## config.mk

```make
export PLATFORM = sky130hd
export DESIGN_NAME = fetch_decode_buffer_flat
export DESIGN_NICKNAME = d
export VERILOG_FILES = /design/src/rtl/fetch_decode_buffer_if.sv /design/src/rtl/fetch_decode_buffer.sv /design/src/flat_wrapper.sv
export SDC_FILE = /design/constraint.sdc
export NUM_CORES = 1
export LEC_CHECK = 0
export BUFFER_PORTS_ARGS = -buffer_cell sky130_fd_sc_hd__buf_2
export CORE_ASPECT_RATIO = 1.25
export CORE_UTILIZATION = 25
export DETAILED_ROUTE_END_ITERATION = 8
export GPL_TIMING_DRIVEN = 0
export PLACE_DENSITY = 0.37
export SETUP_SLACK_MARGIN = 0.15
export SKIP_CTS_REPAIR_TIMING = 1
export SLEW_MARGIN = 20
export SYNTH_ARGS = -nofsm -noshare
export SYNTH_HDL_FRONTEND = slang
export SYNTH_SLANG_ARGS = --single-unit
```

## constraint.sdc

```tcl
create_clock -name clk -period 3.74 [get_ports clk]
set_input_delay 0.374 -clock clk [delete_from_list [all_inputs] [get_ports clk]]
set_output_delay 0.374 -clock clk [all_outputs]
set_load 0.02 [all_outputs]
```

## src/rtl/fetch_decode_buffer_if.sv

```systemverilog
// Fetch/decode handshake bundle for fetch_decode_buffer.
// master = fetch/decode control side, slave = the buffer itself.
interface fetch_decode_buffer_if #(
  parameter int INSTR_W = 32,
  parameter int PC_W    = 32,
  parameter int DEPTH   = 4
) ();
  localparam int CW = $clog2(DEPTH + 1);

  logic               in_valid;
  logic [INSTR_W-1:0] in_instr;
  logic [PC_W-1:0]    in_pc;
  logic               in_ready;
  logic               dec_stall;
  logic               itr;
  logic               flush;
  logic               iw;
  logic               out_valid;
  logic [INSTR_W-1:0] out_instr;
  logic [PC_W-1:0]    out_pc;
  logic [CW-1:0]      count;

  modport master (
    output in_valid, in_instr, in_pc, dec_stall, itr, flush, iw,
    input  in_ready, out_valid, out_instr, out_pc, count
  );

  modport slave (
    input  in_valid, in_instr, in_pc, dec_stall, itr, flush, iw,
    output in_ready, out_valid, out_instr, out_pc, count
  );
endinterface

```

## src/rtl/fetch_decode_buffer.sv

```systemverilog
// DEPTH-entry circular instruction queue between fetch and decode with a registered output stage.
// Optional FDB_BYPASS_EN: an empty queue forwards the input straight into the output stage (1-cycle latency).
module fetch_decode_buffer #(
  parameter int                 INSTR_W   = 32,
  parameter int                 PC_W      = 32,
  parameter int                 DEPTH     = 4,
  parameter logic [INSTR_W-1:0] NOP_INSTR = '0
) (
  input logic                  clk,
  input logic                  reset,
  fetch_decode_buffer_if.slave bus
);
  localparam int PW = $clog2(DEPTH);
  localparam int CW = $clog2(DEPTH + 1);

  typedef struct packed {
    logic [INSTR_W-1:0] instr;
    logic [PC_W-1:0]    pc;
  } entry_t;

  entry_t             mem [DEPTH];
  logic [PW-1:0]      wr_ptr, rd_ptr;
  logic [CW-1:0]      count_q;
  logic               flush_pend;
  logic               out_valid_q;
  logic [INSTR_W-1:0] out_instr_q;
  logic [PC_W-1:0]    out_pc_q;

  logic in_ready, accept, advance, eff_flush, bypass, push, pop;

  // in_ready deliberately has no dec_stall term so fetch keeps filling during decode stalls.
  assign in_ready  = (count_q < CW'(DEPTH)) & ~bus.itr & ~bus.flush;
  assign accept    = bus.in_valid & in_ready;
  assign advance   = ~bus.dec_stall & ~bus.itr;
  assign eff_flush = bus.flush | flush_pend;

`ifdef FDB_BYPASS_EN
  assign bypass = advance & ~eff_flush & ~bus.iw & (count_q == '0) & accept;
`else
  assign bypass = 1'b0;
`endif

  assign push = accept & ~bypass;
  assign pop  = advance & ~eff_flush & ~bus.iw & (count_q != '0);

  assign bus.in_ready  = in_ready;
  assign bus.out_valid = out_valid_q;
  assign bus.out_instr = out_instr_q;
  assign bus.out_pc    = out_pc_q;
  assign bus.count     = count_q;

  // Storage needs no reset; occupancy and pointers define what is live.
  always_ff @(posedge clk) begin
    if (push) mem[wr_ptr] <= '{instr: bus.in_instr, pc: bus.in_pc};
  end

  always_ff @(posedge clk) begin
    if (reset) begin
      wr_ptr      <= '0;
      rd_ptr      <= '0;
      count_q     <= '0;
      flush_pend  <= 1'b0;
      out_valid_q <= 1'b0;
      out_instr_q <= NOP_INSTR;
      out_pc_q    <= '0;
    end else begin
      if (bus.flush) begin
        wr_ptr  <= '0;
        rd_ptr  <= '0;
        count_q <= '0;
      end else begin
        if (push) wr_ptr <= wr_ptr + 1'b1;
        if (pop)  rd_ptr <= rd_ptr + 1'b1;
        count_q <= count_q + CW'(push) - CW'(pop);
      end

      // A flush seen while frozen is remembered and turned into a bubble on the next advance.
      if (!advance) begin
        if (bus.flush) flush_pend <= 1'b1;
      end else if (eff_flush) begin
        out_valid_q <= 1'b0;
        out_instr_q <= NOP_INSTR;
        flush_pend  <= 1'b0;
      end else if (bus.iw) begin
        out_valid_q <= 1'b0;
        out_instr_q <= NOP_INSTR;
      end else if (bypass) begin
        out_valid_q <= 1'b1;
        out_instr_q <= bus.in_instr;
        out_pc_q    <= bus.in_pc;
      end else if (count_q != '0) begin
        out_valid_q <= 1'b1;
        out_instr_q <= mem[rd_ptr].instr;
        out_pc_q    <= mem[rd_ptr].pc;
      end else begin
        out_valid_q <= 1'b0;
        out_instr_q <= NOP_INSTR;
      end
    end
  end
endmodule

```

## src/flat_wrapper.sv

```systemverilog
// flat-port wrapper written by rule: the top's interface ports become plain ports
module fetch_decode_buffer_flat 
#(
  parameter int                 INSTR_W   = 32,
  parameter int                 PC_W      = 32,
  parameter int                 DEPTH     = 4,
  parameter logic [INSTR_W-1:0] NOP_INSTR = '0
)
  (clk, reset, bus_in_valid, bus_in_instr, bus_in_pc, bus_dec_stall, bus_itr, bus_flush, bus_iw, bus_in_ready, bus_out_valid, bus_out_instr, bus_out_pc, bus_count);
  fetch_decode_buffer_if #(.INSTR_W(INSTR_W), .PC_W(PC_W), .DEPTH(DEPTH)) bus_i ();
  input logic clk;
  input logic reset;
  input wire logic [$bits(bus_i.in_valid)-1:0] bus_in_valid;
  input wire logic [$bits(bus_i.in_instr)-1:0] bus_in_instr;
  input wire logic [$bits(bus_i.in_pc)-1:0] bus_in_pc;
  input wire logic [$bits(bus_i.dec_stall)-1:0] bus_dec_stall;
  input wire logic [$bits(bus_i.itr)-1:0] bus_itr;
  input wire logic [$bits(bus_i.flush)-1:0] bus_flush;
  input wire logic [$bits(bus_i.iw)-1:0] bus_iw;
  output wire logic [$bits(bus_i.in_ready)-1:0] bus_in_ready;
  output wire logic [$bits(bus_i.out_valid)-1:0] bus_out_valid;
  output wire logic [$bits(bus_i.out_instr)-1:0] bus_out_instr;
  output wire logic [$bits(bus_i.out_pc)-1:0] bus_out_pc;
  output wire logic [$bits(bus_i.count)-1:0] bus_count;
  assign bus_i.in_valid = bus_in_valid;
  assign bus_i.in_instr = bus_in_instr;
  assign bus_i.in_pc = bus_in_pc;
  assign bus_i.dec_stall = bus_dec_stall;
  assign bus_i.itr = bus_itr;
  assign bus_i.flush = bus_flush;
  assign bus_i.iw = bus_iw;
  assign bus_in_ready = bus_i.in_ready;
  assign bus_out_valid = bus_i.out_valid;
  assign bus_out_instr = bus_i.out_instr;
  assign bus_out_pc = bus_i.out_pc;
  assign bus_count = bus_i.count;
  fetch_decode_buffer #(.INSTR_W(INSTR_W), .PC_W(PC_W), .DEPTH(DEPTH), .NOP_INSTR(NOP_INSTR)) u_core (.clk(clk), .reset(reset), .bus(bus_i));
endmodule
```

# Word-level counts from Yosys, hierarchy flattened
# Memory sizes are Yosys's and may differ from the RTL's. A register that Yosys moved wholly into a read port is not among the register bits.
# Index checks and enable logic that the tools add are counted.
# W data, S select, Z words.
# word_totals
regBits	73
ram_bits	256
out_inout_bits	69
wordCells	45
memories	1
# memory_table
name	depth	width	read_ports	rd_clocked_by_memory_dff	write_ports	line_no	text
u_core.mem	4	64	1	1	1	fetch_decode_buffer.sv:21	entry_t mem [DEPTH];
# classes
n_addsub	4
magnitude_cmp	1
eq_ne	1
muxes	13
bitwise	13
reduce_logical	5
# op_table
cell	count
$mux W32	3
$mux W1	8
$and A1 B1 Y1	7
$not A1 Y1	5
$add A2 B1 Y2 const B	2
$mux W2	2
$reduce_and A4 Y1	1
$add A3 B1 Y3	1
$lt A3 B3 Y1 const B	1
$reduce_bool A3 Y1	1
$sub A3 B1 Y3	1
$ne A2 B2 Y1 const B	1
$reduce_and A2 Y1	1
$reduce_bool A2 Y1	1
$reduce_or A2 Y1	1
$or A1 B1 Y1	1

# Longest topological paths before layout
# Gate-level depths: netlist of the first run.
# depth
depth_word	7
depth_mapped	12

# Least setup slack after synthesis of the first run
# No wires, ideal clock.
# synth_timing
path_kind	input to register
startpoint	in bus_flush
endpoint	mem u_core.mem[1][0] (netlist name) (enable)
setup_ps	429
t_arrival_ps	2577
slack_ps	735
path_stages	3
path_buffers	1
cell_sequence	buf_6 > nor4b_2 > and2_1
# synth_between
elab_chain_len	5
# synth_rtl
element	line_no	text
start: declaration	flat_wrapper.sv:18	input wire logic [$bits(bus_i.flush)-1:0] bus_flush;
$not A1 Y1	fetch_decode_buffer.sv:32	assign in_ready = (count_q < CW'(DEPTH)) & ~bus.itr & ~bus.flush;
$and A1 B1 Y1	fetch_decode_buffer.sv:32	
$and A1 B1 Y1	fetch_decode_buffer.sv:33	assign accept = bus.in_valid & in_ready;
via u_core.accept	fetch_decode_buffer.sv:29	logic in_ready, accept, advance, eff_flush, bypass, push, pop;
$mux W1	fetch_decode_buffer.sv:54	if (push) mem[wr_ptr] <= '{instr: bus.in_instr, pc: bus.in_pc};
$mux W1 (not written as such)	fetch_decode_buffer.sv:54	
end: declaration	fetch_decode_buffer.sv:21	
# The timed path passes the listed nets, and every way through them passes these cells.

# Worst setup path in the final report of the first run
# layout_timing
startpoint	reg u_core.count_q[1] (netlist: u_core.bus.count[1])
endpoint	reg u_core.count_q[2] (netlist: u_core.bus.count[2])
# layout_between
elab_cells_between_ends	8
cone_classes	add/sub (2); order compare (1); bitwise (4); reduce/logical (1)
# layout_lines
element	line_no	text
start: declaration	fetch_decode_buffer.sv:23	logic [CW-1:0] count_q;
start signal: assignment	fetch_decode_buffer.sv:74	count_q <= count_q + CW'(push) - CW'(pop);
$reduce_bool A3 Y1	fetch_decode_buffer.sv:44	assign pop = advance & ~eff_flush & ~bus.iw & (count_q != '0);
$and A1 B1 Y1	fetch_decode_buffer.sv:44	
via u_core.pop	fetch_decode_buffer.sv:29	
$sub A3 B1 Y3	fetch_decode_buffer.sv:74	
# The timed path passes the listed nets, and every way through them passes these cells.
# A chain may end at the register's enable or synchronous reset.

==> results of run 1 <==
## cell usage after synthesis, drive strengths merged
cell type	number
ha	6
buf	17
nand2	2
or4	1
edfxtp	256
or3	2
inv	6
xnor2	3
nor4b	2
nor3	6
mux2i	4
o311a	32
o21a	1
mux4	64
dfxtp	75
nor4	1
a21o	33
clkbuf	23
nor2	3
a22o	32
fa	1
and2	6
## metal layers
metal	share of wire, %	routed length, um
met3	5.3	1580
met5	0.14	41
met4	2.1	622
met2	51	15200
met1	41	12300
## power by group
| part | switching, W | internal (W) |
|---|---|---|
| clock | 0.00142 | 0.00204 |
| sequential | 0.00000637 | 0.00399 |
| combinational | 0.000112 | 0.0000604 |
## path summary, 6_finish.rpt
kind                                                         from  cells after the start                                end  slack [ps]
worst max-delay path               u_core.bus.count[1]$_SDFF_PP0_                     10     u_core.bus.count[2]$_SDFF_PP0_         890
worst min-delay path                                bus_in_pc[17]                      1        u_core.mem[0][17]$_DFFE_PP_          60
worst max register to register     u_core.bus.count[1]$_SDFF_PP0_                     10     u_core.bus.count[2]$_SDFF_PP0_         890
worst min register to register  u_core.bus.out_valid$_SDFFE_PP0N_                      1  u_core.bus.out_valid$_SDFFE_PP0N_         450
## final cells by class
type                       count  area, sq um
antenna                        1         2.50
buffer                        40          196
clock buffer                  53         1060
clock inverter                15          106
fill                        4621        32500
inverter                       6         22.5
multi-input combinational    199         2630
sequential                   331         9190
tap                          637          797
timing repair buffer         145          846
## critical path, delay by kind of cell, from the launching register on
kind | cells | cell delay [ps]
fa+ha+maj | 3 | 860
flops | 1 | 380
buf+inv | 2 | 110
simple gates | 3 | 1110
xor+xnor | 2 | 290
## flip-flops by register name, summed over array words and instances (netlist names), named ones only
register,flops
u_core.flush_pend,1
u_core.wr_ptr,2
u_core.bus.out_valid,1
u_core.bus.out_instr,32
u_core.mem,256
u_core.bus.out_pc,32
u_core.rd_ptr,2
u_core.bus.count,3
## metrics by stage
step,cell area [sq um],setup TNS [ps],instances,power [W]
finish,14800,0,1427,0.00763
floorplan,12000,0,576,0.00414
global placement,13500,-282980,1350,0.00423
detailed placement,13700,0,1358,0.00425
global route,14800,0,1426,0.00791
CTS,14800,0,1426,0.00775
## kinds of logic after synthesis
| family | share of synthesized area (%) |
|---|---|
| flops | 76.5 |
| compound gates | 7.12 |
| mux | 12.3 |
| buf+inv | 1.81 |
| simple gates | 1.26 |
| fa+ha+maj | 0.791 |
| xor+xnor | 0.219 |
## cell usage in the layout, fill, tap and decap left out, drive strengths merged, types with 4 or more instances in the layout
cell type / synthesis / routed
a21o: 33 / 33
a22o: 32 / 32
and2: 6 / 6
buf: 17 / 161
clkbuf: 23 / 77
clkinv: 0 / 11
dfxtp: 75 / 75
edfxtp: 256 / 256
ha: 6 / 6
inv: 6 / 7
mux2i: 4 / 4
mux4: 64 / 64
nor3: 6 / 6
o311a: 32 / 32
==> impl_summary.log, run 1 <==
[metrics] outcome: completed
[metrics] Iter 0 DRT Violations: 255
[metrics] maximum number of pins on one net before global-route repair: 26
[metrics] Area contributors post-synth: edfxtp_1, dfxtp_1, mux4_2
[metrics] post-placement setup slack: around 560 ps
[metrics] minimum period implied by the final worst setup slack: about 2800 ps
[metrics] GR peak layer: met2
[metrics] HPWL Detailed: about 19 mm
[metrics] number of vias after detailed routing: a little over 6000
[metrics] Die Area: a little under 0.05 sq mm
[metrics] overall track demand over capacity in global routing: about an eighth
[metrics] number of H-tree levels: 2
[metrics] largest voltage drop on the vdd net: around 0.00024 V
[metrics] synthesized netlist cell count: 576
[metrics] post-synth top area share: a little under two thirds
[metrics] Final Skew: approximately 12 ps
[metrics] Synth Cell Area: around 0.012 sq mm
[metrics] PortBufs: around 140
[metrics] required time of the critical path: 4150 ps
[metrics] final setup margin: ~890 ps
[metrics] y dimension of the die: 247 um
[metrics] worst-skew pair later-pin latency: around 530 ps
[metrics] Critical Path Start Type: flip-flop
[metrics] kind of path behind the tightest hold check: in2reg
[metrics] Util after Layout: a little under a third
[metrics] number of primary I/O pins: 140
[metrics] Max clock buf depth: 3
[metrics] Maximum Capacitance Violations: 0
[metrics] Inserted Clock Buffers: 37
[metrics] transition time of the tightest slew-check pin: about 1000 ps
[metrics] initial cell density of the core: 25.4%
[metrics] syn avg cell area: 20.9 sq um
[metrics] proportion of layout cells with a drive suffix above 1: between 30% and 40%
[metrics] RD Place Congestion: ~0.68
[metrics] antenna violations before repair: 3
[metrics] CP endpoint kind: flip-flop
[metrics] total wirelength of the detailed-routed design: between 20 and 30 mm
[metrics] post-route DRC violation count: 0
[metrics] synthesized flop and latch total: about 330
[metrics] Slowest Stage Delay on Critical Path: roughly 720 ps
[metrics] count of synthesis-stage warnings from yosys: 0
[metrics] TritonCTS Sinks: between 300 and 400
[metrics] worst max-slew margin expressed relative to the limit: roughly 33%
[metrics] Layout area overhead: 23.5%
[metrics] top cell type by total area after synthesis: edfxtp_1
[metrics] Die W: around 200 um
[metrics] clock root buffer: clkbuf_16
[metrics] Total Nets Final: 838
[metrics] Core Box Area: about 0.047 sq mm
[metrics] Static Leak: ~5.3 nW
[metrics] final-layout worst hold slack: around 65 ps
[metrics] via count of the first global-routing pass: ~6700
[metrics] maximum fanout count along the critical path: 8
[metrics] CP max-delay cell: nor3_2
[metrics] final clock period utilization by the worst path: approximately three quarters
[metrics] clock transition at the registers of the reported paths: about 60 ps
[metrics] final setup vio count: 0
[metrics] number of pins exceeding their max-slew limit in the final report: 0
[metrics] grt total ovfl: 0
[metrics] DRT antenna net count: 0
[metrics] number of standard-cell rows in the floorplan: between 80 and 90
[metrics] met2 Usage GRT: about 22%
[metrics] TritonCTS clock tree: done
[metrics] GRT met1 Usage: 14.8%
[metrics] wire length of the first global-routing pass: around 44 mm
[metrics] number of vias per cell: 4.31
[metrics] pwr dens: 514 mW/mm^2
[metrics] Fmax: approximately 350 MHz
[metrics] DR WL/cell: 20.8 um
[metrics] arrival time at the worst endpoint: around 3300 ps
[metrics] setup repair after global routing missed its margin: false
[metrics] number of distinct library cells after synthesis: 26
[metrics] Hold Fails Final Rpt: 0
[metrics] total nets after synthesis: between 600 and 700
[metrics] M3 GR Usage: under 10%
[metrics] part of the Yosys area used for sequential elements: 76.5%
[metrics] drt first pass iters: 4
[metrics] critical setup path kind: reg2reg
[metrics] crit path cell chain: nor3_2, nor3_1, ha_1, inv_1, ha_1, inv_1, fa_1, xnor2_1, xnor2_1, and2_1
No activity file was read; power rests on OpenSTA's default activity.
==> inputs of run 2 (changes only) <==
- ABC_AREA: default -> 1
- clock period: 3.74 -> 2.65 ns (I/O delays scaled with it)
==> impl_summary.log, run 2 <==
[metrics] Inserted Clock Buffers: 38 (+2.7%)
[metrics] number of vias per cell: 4.11 (-4.6%)
[metrics] RD Place Congestion: 0.692 (+1.5%)
[metrics] top cell type by total area after synthesis: edfxtp_1
[metrics] via count of the first global-routing pass: 8145 (+22%)
[metrics] number of vias after detailed routing: 8542 (+39%)
[metrics] Core Box Area: 0.0498 sq mm (+5.1%)
[metrics] number of H-tree levels: 2 (unchanged)
[metrics] CP max-delay cell: nor2_4
[metrics] initial cell density of the core: 25.5% (+0.11 points)
[metrics] outcome: completed
[metrics] DRT antenna net count: 0 (unchanged)
[metrics] list of most frequent post-synthesis cells: nand2_1, edfxtp_1, nor2_1
[metrics] Slowest Stage Delay on Critical Path: 800 ps (+80 ps)
[metrics] Maximum Capacitance Violations: 0 (unchanged)
[metrics] clock root buffer: clkbuf_16
[metrics] overall power after layout: 0.0111 W (+46%)
[metrics] CP endpoint kind: flip-flop
[metrics] Die W: 203 um (+2.7%)
[metrics] Fmax: 439 MHz (+25%)
[metrics] end of the critical path: u_core.mem[1][29]$_DFFE_PP_
[metrics] Die Area: 0.0517 sq mm (+5.5%)
[metrics] TritonCTS Sinks: 331 (unchanged)
[metrics] leading cell type in the layout, fill and taps excluded: nand2_1
[metrics] count of synthesis-stage warnings from yosys: 0 (unchanged)
[metrics] worst-skew pair later-pin latency: 530 ps (about the same)
[metrics] path depth of the worst reg2reg path: 4 (-6)
[metrics] HPWL Detailed: 23.1 mm (+23%)
[metrics] top flip-flop cell by instance count after synthesis: edfxtp_1
[metrics] synthesized flop and latch total: 331 (unchanged)
[metrics] kind of path behind the tightest hold check: in2reg
[metrics] Critical Path Start Type: flip-flop
[metrics] Max clock buf depth: 3 (unchanged)
[metrics] Final Skew: 22.9 ps (+10.9 ps)
[metrics] Synth Cell Area: 0.0127 sq mm (+5.6%)
[metrics] number of standard-cell rows in the floorplan: 91 (+2.2%)
[metrics] Largest Register: u_core.mem
[metrics] maximum fanout count along the critical path: 20 (+12)
[metrics] Layout area overhead: 29.7%
[metrics] setup repair after global routing missed its margin: false
[metrics] synthesized netlist cell count: 1134 (+97%)
[metrics] final setup vio count: 0 (unchanged)
[metrics] total wirelength of the detailed-routed design: 35.0 mm (+18%)
[metrics] number of distinct library cells after synthesis: 27 (+3.8%)
[metrics] clock transition at the registers of the reported paths: 60 ps (about the same)
[metrics] slack of the worst reg-to-reg path: 370 ps (-520 ps)
[metrics] worst max-slew margin expressed relative to the limit: 49.7% (+17 points)
[metrics] DR WL/cell: 16.9 um (-19%)
[metrics] critical setup path kind: reg2reg
[metrics] required time of the critical path: 2860 ps (-1290 ps)
[metrics] Iter 0 DRT Violations: 344 (+35%)
[metrics] number of pins exceeding their max-slew limit in the final report: 0 (unchanged)
[metrics] Sum Neg Setup Slack: 0 ps (unchanged)
[metrics] total nets after synthesis: 1212 (+85%)
[metrics] cell with the most instances after synthesis: nand2_1
[metrics] arrival time at the worst endpoint: 2490 ps (-770 ps)
[metrics] transition time of the tightest slew-check pin: 752 ps (-253 ps)
[metrics] instance area after placement: 0.0145 sq mm (+6.4%)
[metrics] TritonCTS clock tree: done
[metrics] capture instance of the worst register-to-register path: u_core.mem[1][29]$_DFFE_PP_
[metrics] finished layout cell area: 0.0165 sq mm (+11%)
[metrics] count of flip-flops with a built-in enable after synthesis: 256 (unchanged)
[metrics] pwr dens: 676 mW/mm^2 (+32%)
[metrics] launching element of the worst setup path: u_core.bus.count[2]$_SDFF_PP0_
[metrics] syn avg cell area: 11.2 sq um (-46%)
[metrics] Area contributors post-synth: edfxtp_1, dfxtp_1, nand2_1
[metrics] PortBufs: 139 (+1.5%)
[metrics] Total Nets Final: 1474 (+76%)
[metrics] number of primary I/O pins: 140 (unchanged)
[metrics] largest voltage drop on the vdd net: 0.000420 V (+75%)
[metrics] launch point of the worst reg-to-reg path: u_core.bus.count[2]$_SDFF_PP0_
[metrics] Static Leak: 6.58 nW (+24%)
[metrics] minimum period implied by the final worst setup slack: 2280 ps (-570 ps)
[metrics] drt first pass iters: 4 (unchanged)
[metrics] grt total ovfl: 0 (unchanged)
[metrics] post-route DRC violation count: 0 (unchanged)
[metrics] y dimension of the die: 254 um (+2.7%)
[metrics] wire length of the first global-routing pass: 51.9 mm (+19%)
[metrics] overall track demand over capacity in global routing: 13.6% (+1.2 points)
[metrics] Hold Fails Final Rpt: 0 (unchanged)
[metrics] Largest register FFs: 256 (unchanged)
[metrics] asr flop ratio synth: 0% (unchanged)
[metrics] proportion of layout cells with a drive suffix above 1: 19.3% (-16 points)
[metrics] crit path cell chain: inv_1, nand4_1, nor2_4, buf_12
[metrics] antenna violations before repair: 4 (+1)
[metrics] part of the Yosys area used for sequential elements: 72.4% (-4.0 points)
[metrics] most frequent cells in the layout: nand2_1, edfxtp_1, buf_2
[metrics] Util after Layout: 33.1% (+1.7 points)
[metrics] maximum number of pins on one net before global-route repair: 21 (-19%)
[metrics] final clock period utilization by the worst path: 85.9% (+9.8 points)
[metrics] post-synth top area share: 60.6% (-3.4 points)
## run 2: cell count changes after synthesis, moves of 9 or more
cell / previous run / this run
nand2_1: 2 / 395
nor2_1: 3 / 109
nand3_1: 0 / 66
mux4_2: 64 / 0
o21ai_1: 0 / 57
inv_1: 6 / 47
a21o_1: 33 / 0
a22o_1: 32 / 0
o21ai_0: 0 / 32
o311a_1: 32 / 0
buf_2: 6 / 19
inv_2: 0 / 9
## run 2: worst min path at each step
stage	from	end	slack (ps)	cells after the start
global route	bus_dec_stall	u_core.flush_pend$_SDFFE_PP0P_	90	3
CTS	bus_in_pc[8]	u_core.mem[2][8]$_DFFE_PP_	-80	1
finish	bus_dec_stall	u_core.flush_pend$_SDFFE_PP0P_	100	3
floorplan	reset	u_core.flush_pend$_SDFFE_PP0P_	340	1
detailed placement	u_core.bus.out_valid$_SDFFE_PP0N_	u_core.bus.out_valid$_SDFFE_PP0N_	440	2
global placement	u_core.bus.out_valid$_SDFFE_PP0N_	u_core.bus.out_valid$_SDFFE_PP0N_	430	2
## run 2: final cells by class
cell class                      instances  area, sq um
Fill cell                            5053        33300
Clock inverter                         16          179
Buffer                                 57          339
Sequential cell                       331         9190
Inverter                               56          210
Antenna cell                            2         5.00
Multi-Input combinational cell        690         2980
Tap cell                              651          815
Clock buffer                           52         1030
Timing Repair Buffer                  222         1700
## run 2: through the flow
step                      hold WS (ps)  std cells  setup WS [ps]
after detailed placement           436       1937           84.1
final                             98.4       2077            374
after global placement             435       1924          -2220
after CTS                        -77.9       2005            137
after global routing              90.4       2077            198
after floorplan                    344       1134           -278
## run 2: worst max-delay path: cells and delay by family, from the launching register on
kind	cells	cell delay, ps
AND/OR/NAND/NOR	2	1270
buffers and inverters	2	340
flip-flops	1	350
## run 2: cell families after synthesis
| logic type | count (synthesis) | share of synthesized area [%] |
|---|---|---|
| adder cells (fa/ha/maj) | 7 | 0.749 |
| AO/OA/AOI/OAI | 101 | 4.22 |
| AND/OR/NAND/NOR | 580 | 18.1 |
| buffers and inverters | 113 | 4.33 |
| XOR/XNOR | 2 | 0.138 |
| flip-flops | 331 | 72.4 |
## run 2: power by group
group	switching, W	internal [W]	total (W)
clock network	0.00204	0.00312	0.00517
logic	0.000178	0.000148	0.000326
registers	0.00000901	0.00562	0.00563
total	0.00223	0.00889	0.0111
## run 2: layer usage
metal	wire length, um	track usage, %	vias to the layer above
li1	-	-	4316
met1	15200	16.3	4003
met2	17600	24.3	170
met3	1520	3.00	49
met4	660	3.67	4
met5	31	0	-
==> inputs of run 3 (changes only) <==
- ABC_CLOCK_PERIOD_IN_PS: default -> 2650
- CORE_ASPECT_RATIO: 1.25 -> default
- CTS_CLUSTER_DIAMETER: default -> 80
==> impl_summary.log, run 3 (synthesis results as in run 2) <==
[metrics] outcome: completed
[metrics] Die W: 227 um (+12%)
[metrics] number of standard-cell rows in the floorplan: 82 (-9.9%)
[metrics] HPWL Detailed: 22.8 mm (-1.2%)
[metrics] slack of the worst reg-to-reg path: 490 ps (+120 ps)
[metrics] minimum period implied by the final worst setup slack: 2160 ps (-117 ps)
[metrics] launching element of the worst setup path: u_core.bus.count[2]$_SDFF_PP0_
[metrics] transition time of the tightest slew-check pin: 733 ps (-19.0 ps)
[metrics] clock transition at the registers of the reported paths: 50 ps (about the same)
[metrics] most frequent cells in the layout: nand2_1, edfxtp_1, buf_2
[metrics] wire length of the first global-routing pass: 52.1 mm (+0.40%)
[metrics] Core Box Area: 0.0501 sq mm (+0.63%)
[metrics] pwr dens: 677 mW/mm^2 (+0.18%)
[metrics] clock root buffer: clkbuf_16
[metrics] number of primary I/O pins: 140 (unchanged)
[metrics] Maximum Capacitance Violations: 0 (unchanged)
[metrics] TritonCTS Sinks: 331 (unchanged)
[metrics] Iter 0 DRT Violations: 368 (+7.0%)
[metrics] Fmax: 463 MHz (+5.4%)
[metrics] finished layout cell area: 0.0165 sq mm (+0.36%)
[metrics] Largest register FFs: 256 (unchanged)
[metrics] drt first pass iters: 4 (unchanged)
[metrics] Critical Path Start Type: flip-flop
[metrics] total wirelength of the detailed-routed design: 35.4 mm (+1.0%)
[metrics] via count of the first global-routing pass: 8304 (+2.0%)
[metrics] maximum number of pins on one net before global-route repair: 22 (+4.8%)
[metrics] PortBufs: 139 (unchanged)
[metrics] DRT antenna net count: 0 (unchanged)
[metrics] Max clock buf depth: 3 (unchanged)
[metrics] final clock period utilization by the worst path: 81.5% (-4.4 points)
[metrics] Layout area overhead: 30.2%
[metrics] fill cell instance count of the final layout: 5223 (+3.4%)
[metrics] number of H-tree levels: 2 (unchanged)
[metrics] instance area after placement: 0.0146 sq mm (+0.22%)
[metrics] antenna violations before repair: 1 (-3)
[metrics] grt total ovfl: 0 (unchanged)
[metrics] leading cell type in the layout, fill and taps excluded: nand2_1
[metrics] arrival time at the worst endpoint: 2420 ps (-70 ps)
[metrics] final-layout worst hold slack: 72.8 ps (-25.6 ps)
[metrics] number of vias after detailed routing: 8515 (-0.32%)
[metrics] final cell count without fillers: 2103 (+1.3%)
[metrics] Hold Fails Final Rpt: 0 (unchanged)
[metrics] Die Area: 0.0517 sq mm (about the same)
[metrics] setup repair after global routing missed its margin: false
[metrics] Largest Register: u_core.mem
[metrics] launch point of the worst reg-to-reg path: u_core.bus.count[2]$_SDFF_PP0_
[metrics] initial cell density of the core: 25.3% (-0.16 points)
[metrics] Static Leak: 6.59 nW (+0.19%)
[metrics] DR WL/cell: 16.8 um (-0.21%)
[metrics] kind of path behind the tightest hold check: in2reg
[metrics] worst max-slew margin expressed relative to the limit: 51.1% (+1.4 points)
[metrics] CP endpoint kind: flip-flop
[metrics] maximum fanout count along the critical path: 17 (-15%)
[metrics] min-delay src: bus_flush
[metrics] Total Nets Final: 1477 (+0.20%)
[metrics] Inserted Clock Buffers: 40 (+5.3%)
[metrics] proportion of layout cells with a drive suffix above 1: 19.6% (+0.27 points)
[metrics] number of vias per cell: 4.05 (-1.5%)
[metrics] critical setup path kind: reg2reg
[metrics] TritonCTS clock tree: done
[metrics] final setup vio count: 0 (unchanged)
[metrics] overall track demand over capacity in global routing: 13.9% (+0.28 points)
[metrics] post-route DRC violation count: 0 (unchanged)
[metrics] worst-skew pair later-pin latency: 570 ps (+40 ps)
[metrics] largest voltage drop on the vdd net: 0.000378 V (-10%)
[metrics] total placed cells including tap cells: 1959 (+1.1%)
[metrics] number of pins exceeding their max-slew limit in the final report: 0 (unchanged)
[metrics] Final Skew: 28.3 ps (+5.40 ps)
[metrics] required time of the critical path: 2910 ps (+50 ps)
[metrics] RD Place Congestion: 0.698 (+0.97%)
[metrics] y dimension of the die: 227 um (-10%)
## run 3: changes by cell type in the layout (fill, tap and decap cells not counted), sizes merged
cell / before / now
clkinvlp: 0 / 1
clkbuf: 69 / 75
bufinv: 4 / 1
inv: 57 / 58
buf: 197 / 198
diode: 2 / 1
## run 3: layer usage
metal | vias up | share of wire [%] | global-route usage, % | wire [um]
met3 | 43 | 4.5 | 3.29 | 1600
li1 | 4322 | - | - | -
met5 | - | 0 | 0 | 0
met4 | 0 | 2.0 | 4.85 | 704
met2 | 147 | 47 | 22.5 | 16500
met1 | 4003 | 47 | 18.1 | 16600
## run 3: area by class of cell
cell class	instances	area (sq um)	area share [%]
sequential	331	9190	55.6
multi-input combinational	690	2980	18.0
timing repair buffer	223	1710	10.4
clock buffer	58	1130	6.83
tap	672	841	5.09
buffer	57	339	2.05
inverter	56	210	1.27
clock inverter	15	115	0.697
antenna	1	2.50	0.0152
## run 3: path summary, 6_finish.rpt
path | end | cells after the start
worst max-delay path | u_core.mem[3][25]$_DFFE_PP_ | 5
worst max register to register | u_core.mem[3][25]$_DFFE_PP_ | 5
worst min register to register | u_core.bus.out_instr[27]$_SDFFE_PP0N_ | 2
worst min-delay path | u_core.flush_pend$_SDFFE_PP0P_ | 3
## run 3: worst max-delay path, stage by stage (launching register included)
cell	delay (ps)
dfxtp_1	360
inv_1	70
nand4_1	490
nor2_4	520
buf_16	220
buf_12	190
## run 3: where the power goes
part	internal, W	total [W]	switching [W]
sequential	0.00562	0.00563	0.00000900
clock	0.00306	0.00523	0.00217
combinational	0.000146	0.000323	0.000177
## run 3: per-stage QoR
step	total power (W)	worst slack (ps)	setup TNS, ps	util [%]
CTS	0.0113	188	0	31.6
global route	0.0116	355	0	33.0
floorplan	0.00584	-278	-71150	-
global placement	0.00598	-2240	-566460	28.4
detailed placement	0.00599	154	0	29.1
finish	0.0112	491	0	33.0
